<file path="config.mk">
export PLATFORM = sky130hd
export DESIGN_NAME = stepper_ctrl
export DESIGN_NICKNAME = d
export VERILOG_FILES = /design/src/rtl/stepper_pkg.sv /design/src/rtl/bcd_updown_counter.sv /design/src/rtl/stepper_ctrl.sv
export SDC_FILE = /design/constraint.sdc
export NUM_CORES = 1
export LEC_CHECK = 0
export CAP_MARGIN = 10
export CORE_UTILIZATION = 51
export DETAILED_ROUTE_END_ITERATION = 6
export PLACE_DENSITY = 0.79
export SYNTH_ARGS = -nofsm -noshare
export SYNTH_HDL_FRONTEND = slang
export SYNTH_SLANG_ARGS = --single-unit
export TNS_END_PERCENT = 50
</file>
<file path="constraint.sdc">
create_clock -name i_clk -period 2.8 [get_ports i_clk]
set_input_delay 0.42 -clock i_clk [delete_from_list [all_inputs] [get_ports i_clk]]
set_output_delay 0.42 -clock i_clk [all_outputs]
set_load 0.02 [all_outputs]
</file>
<file path="src/rtl/stepper_pkg.sv">
// Shared definitions for the stepper controller:
// coil sequence table, drive modes and the index step-size helper.
package stepper_pkg;

    typedef enum logic [1:0] {
        MODE_WAVE = 2'b00,
        MODE_FULL = 2'b01,
        MODE_HALF = 2'b10,
        MODE_OFF  = 2'b11
    } mode_e;

    // Entry 0 sits in the low nibble; coil order is {A,B,C,D}.
    localparam logic [7:0][3:0] COIL_TABLE = {
        4'b1001, 4'b0001, 4'b0011, 4'b0010,
        4'b0110, 4'b0100, 4'b1100, 4'b1000
    };

    // Wave lives on even indices and full on odd ones;
    // a single step realigns an index that is off-grid.
    function automatic logic [2:0] step_size(
        input mode_e      mode,
        input logic [2:0] idx
    );
        logic [2:0] s;
        s = 3'd0;
        unique case (mode)
            MODE_HALF: s = 3'd1;
            MODE_WAVE: s = idx[0] ? 3'd1 : 3'd2;
            MODE_FULL: s = idx[0] ? 3'd2 : 3'd1;
            MODE_OFF:  s = 3'd0;
        endcase
        return s;
    endfunction

endpackage

</file>
<file path="src/rtl/bcd_updown_counter.sv">
// N-digit BCD up/down counter with ripple carry/borrow;
// wraps all-9 -> all-0 going up and all-0 -> all-9 going down.
module bcd_updown_counter #(
    parameter int N_DIGITS = 2
) (
    input  logic                  i_clk,
    input  logic                  i_reset,
    input  logic                  i_inc,
    input  logic                  i_dec,
    output logic [4*N_DIGITS-1:0] o_digits
);

    logic [N_DIGITS-1:0][3:0] dig_q;
    logic [N_DIGITS-1:0][3:0] dig_d;

    always_comb begin
        logic cy;
        logic bw;
        dig_d = dig_q;
        cy    = i_inc & ~i_dec;
        bw    = i_dec & ~i_inc;
        for (int i = 0; i < N_DIGITS; i++) begin
            if (cy) begin
                if (dig_q[i] == 4'd9) begin
                    dig_d[i] = 4'd0;
                end else begin
                    dig_d[i] = dig_q[i] + 4'd1;
                    cy       = 1'b0;
                end
            end else if (bw) begin
                if (dig_q[i] == 4'd0) begin
                    dig_d[i] = 4'd9;
                end else begin
                    dig_d[i] = dig_q[i] - 4'd1;
                    bw       = 1'b0;
                end
            end
        end
    end

    always_ff @(posedge i_clk or posedge i_reset) begin
        if (i_reset) begin
            dig_q <= '0;
        end else begin
            dig_q <= dig_d;
        end
    end

    assign o_digits = dig_q;

endmodule

</file>
<file path="src/rtl/stepper_ctrl.sv">
// 4-coil stepper controller: rate-limited wave/full/half stepping
// from level requests, with a BCD position counter.
module stepper_ctrl
    import stepper_pkg::*;
#(
    parameter int CLK_DIV  = 4,
    parameter int N_DIGITS = 2
) (
    input  logic                  i_clk,
    input  logic                  i_reset,
    input  logic                  i_u,
    input  logic                  i_d,
    input  logic [1:0]            i_mode,
    output logic [2:0]            r_state,
    output logic [3:0]            o_cv,
    output logic [4*N_DIGITS-1:0] o_digits,
    output logic                  o_step,
    output logic                  o_dir
);

    localparam int PW = (CLK_DIV > 1) ? $clog2(CLK_DIV) : 1;
    localparam logic [PW-1:0] PRE_MAX = PW'(CLK_DIV - 1);

    mode_e         mode;
    logic          up, dn, act, flip, tick;
    logic [2:0]    size;
    logic [PW-1:0] pre_q, pre_d;
    logic [2:0]    state_q, state_d;
    logic          dir_q, dir_d;
    logic          step_q;
    logic          prev_up_q, prev_dn_q;

    assign mode = mode_e'(i_mode);

    always_comb begin
        up   = i_u & ~i_d;
        dn   = i_d & ~i_u;
        act  = (up | dn) & (mode != MODE_OFF);
        // A direct u<->d swap restarts the rate interval.
        flip = (up & prev_dn_q) | (dn & prev_up_q);
        tick = act & ~flip & (pre_q == PRE_MAX);

        pre_d   = (!act || flip || tick) ? '0 : pre_q + 1'b1;
        size    = step_size(mode, state_q);
        state_d = state_q;
        dir_d   = dir_q;
        if (tick) begin
            state_d = up ? state_q + size : state_q - size;
            dir_d   = up;
        end
    end

    always_ff @(posedge i_clk or posedge i_reset) begin
        if (i_reset) begin
            pre_q     <= '0;
            state_q   <= 3'd0;
            dir_q     <= 1'b1;
            step_q    <= 1'b0;
            prev_up_q <= 1'b0;
            prev_dn_q <= 1'b0;
        end else begin
            pre_q     <= pre_d;
            state_q   <= state_d;
            dir_q     <= dir_d;
            step_q    <= tick;
            prev_up_q <= up;
            prev_dn_q <= dn;
        end
    end

    bcd_updown_counter #(
        .N_DIGITS(N_DIGITS)
    ) u_pos (
        .i_clk   (i_clk),
        .i_reset (i_reset),
        .i_inc   (tick & up),
        .i_dec   (tick & dn),
        .o_digits(o_digits)
    );

    assign r_state = state_q;
    assign o_cv    = (mode == MODE_OFF) ? 4'b0000 : COIL_TABLE[state_q];
    assign o_step  = step_q;
    assign o_dir   = dir_q;

endmodule
</file>
==> results.toml <==
[clock_tree]
ctsHoldBuffers = 0
clock_sinks = 17
numCtsBuffers = 3
clock_latency_ns = 0.29
clockBufferDepth = 2
clk_transition_reported_paths_ns = 0.10
cts_root_buf = "clkbuf_4"
htree_levels = 1
cts_tree = "done"

[worst_setup_path]
cp.arrival_ns = 2.86
r2r_slack_ns = 0.51
r2r_cells = 10
cp-start-kind = "input port"
crit_fanout = 5
critPathKind = "in2reg"
r2r_start = "r_state[0]"
critPathCaptureType = "register"
cp_data_required_time_ns = 3.03
reg2reg_to = "r_state[2]"

[placement]
placed_area_sq_um = 1510
preCtsSetupSlack_ns = -0.179
dp_hpwl_microns = 1890
place.port_buffers = 22
dp_cells = 190
gp_congestion = 0.881

[detailed_routing]
drt_iter0_markers = 25
dr.pass1.iters = 4
drc_errors = 0
wl_per_cell_microns = 12.5
drt_wl_total_microns = 2430
vias_per_cell = 5.55
ant_nets = 0
route.vias.total = 1077

[finish]
fin_area_sq_um = 1550
n_fill_cell = 195
fin_cells = 194
nets = 181
n_antenna_cell = 0
syn_to_final_growth_pct = 30.7
finish.utilization_pct = 70.1
drive_gt1_share_pct = 17.5
ff_latch_area_sq_um = 427
multi_input_area_sq_um = 673

[floorplan]
io-pin-count = 23
start_util_pct = 53.7
die_area_sq_um = 2530
core-area_sq_um = 2210
die_y_microns = 50.3
die_w_microns = 50.3
row_count = 17

[synthesis]
synth_xor_area_share_pct = 5.16
seq_area_frac_synth_pct = 35.9
syn_inst = 132
synth_warnings = 0
synth_top_family_by_area = "simple AND/OR/NAND/NOR gates"
ys_ff_latch = 17
synth-compound-area-share_pct = 19.3
synth_adder_area_share_pct = 9.06
muxShareOfSynthArea_pct = 2.74
syn-num-nets = 146
synth_simple_gate_area_share_pct = 19.6
syn_avg_cell_area_sq_um = 9.00
netlist_area_sq_um = 1190
synth.distinct_cells = 39

[timing]
whs_ns = 0.461
tns_ns = 0
fmax_mhz = 381
rsz0062_at_grt = "no"
finalSetupViolCount = 0
hold_viol = 0
tightest_slew_ns = 0.652
worst_slack_ns = 0.174
period_share_pct = 93.8
final-max-slew-violation-count = 0
min_period_ns = 2.63
slew_headroom_pct = 56.5
finClkSkew_ns = 0.00426

[run_status]
status = "finished, final reports clean"

[job]
drv_cap = 0

[power_and_ir_drop]
p_per_area_nw_per_um2 = 660
worst_ir_drop_vdd_v = 0.000543
power.total_mw = 1.02
leakagePower_nw = 0.700

[worst_hold_path]
worstHoldPathCells = 1
hold_start = "pre_q[0]"
hold_end = "pre_q[0]"
min_path_type = "reg2reg"

[global_routing]
grt_first_pass_wirelength_microns = 4190
grt.overflow.total = 0
grt_max_degree = 18
grt_pass1_vias = 960
grtUsageTotal_pct = 21.7
antenna_found_initial = 0
==> area by class of cell <==
cell class | instances | area share (%)
clock buffer | 3 | 1.45
timing repair buffer | 38 | 21.9
sequential | 17 | 27.5
clock inverter | 1 | 0.323
multi-input combinational | 94 | 43.4
inverter | 13 | 3.15
tap | 28 | 2.26
==> cells in the final DEF, fill, tap and decap left out, types with 2 or more instances in the layout <==
cell type	n
clkdlybuf4s50_1	22
dfrtp_1	16
buf_4	16
inv_1	13
nor2_1	10
o21ai_0	9
nand2_1	9
ha_1	7
a21oi_1	5
nand3_1	4
nor2b_1	4
xor2_1	4
nor3_1	3
xnor2_1	3
a22oi_1	3
a221o_1	3
clkbuf_4	3
a21boi_0	2
mux2_2	2
o21ai_2	2
and2_1	2
a221oi_1	2
nand4b_1	2
and4_1	2
o221ai_1	2
==> cell usage after synthesis, drive strengths merged <==
cell	count	area [sq um]
and4	3	26.3
o31ai	1	7.51
a211oi	1	7.51
dfrtp	16	400
xor2	4	35.0
dfstp	1	26.3
nor2	11	43.8
a21boi	2	15.0
or2	1	6.26
nor3	3	15.0
inv	13	48.8
fa	1	20.0
nand3	4	20.0
o2111ai	1	8.76
a221o	3	30.0
nand2	9	33.8
o41ai	1	8.76
mux2	2	22.5
ha	7	87.6
a221oi	2	17.5
mux2i	1	10.0
or3	1	6.26
o221ai	2	17.5
o21ai	11	58.8
and3	1	11.3
a41o	1	10.0
buf	5	37.5
a22oi	3	22.5
a21oi	5	25.0
xnor2	3	26.3
clkbuf	3	11.3
and2	2	12.5
nor2b	4	25.0
nor3b	2	15.0
nand4b	2	17.5
==> per-layer routing <==
layer | global-route usage (%) | vias up | share of wire (%) | wire length, microns
li1 | - | 535 | - | -
met1 | 27.0 | 511 | 44 | 1080
met2 | 38.0 | 27 | 51 | 1230
met3 | 3.03 | 4 | 3.9 | 96
met4 | 7.14 | 0 | 0.99 | 24
met5 | 0 | - | 0 | 0
==> timing repair <==
action,CTS,global route
resized for setup,0,3
setup endpoints to repair,0,2
buffers inserted,0,0
==> sequential cells by signal, indices dropped and copies added, names as in the netlist <==
register and cells:
u_pos.o_digits 8, o_dir 1, prev_dn_q 1, pre_q 2, o_step 1, prev_up_q 1, r_state 3
==> cell families (layout without fill, tap and decap cells) <==
group / count (synthesis) / after routing
muxes: 3 / 3
xor gates and xnor gates: 7 / 7
AOI/OAI and AO/OA: 33 / 33
DFF: 17 / 17
buffers and inverters: 21 / 55
and+or+nand+nor: 43 / 43
adders and majority gates: 8 / 8
==> critical path, cell delays in order <==
cell	delay [ns]
clkdlybuf4s50_1	0.48
inv_1	0.05
ha_1	0.27
a21oi_1	0.16
and4_2	0.29
nand2_1	0.09
ha_1	0.20
and3_4	0.20
a221o_1	0.31
a221o_1	0.33
o21ai_2	0.06
==> worst max-delay path by stage <==
stage                     from                end  slack, ns  cells past startpoint
after global routing       i_u  u_pos.o_digits[2]       0.05                     11
after CTS                  i_u  u_pos.o_digits[6]       0.14                     11
after global placement     i_u  u_pos.o_digits[7]      -0.07                     13
after floorplan            i_u  u_pos.o_digits[5]       0.19                     13
after detailed placement   i_u  u_pos.o_digits[6]      -0.18                     11
final                      i_u  u_pos.o_digits[5]       0.17                     11
==> where the power goes <==
group | switching, mW | internal, mW | leakage, nW
Sequential | 0.102 | 0.299 | 0.207
Combinational | 0.243 | 0.248 | 0.475
Clock | 0.0793 | 0.0531 | 0.0177
Note: power is estimated with default switching activity, not from simulation.
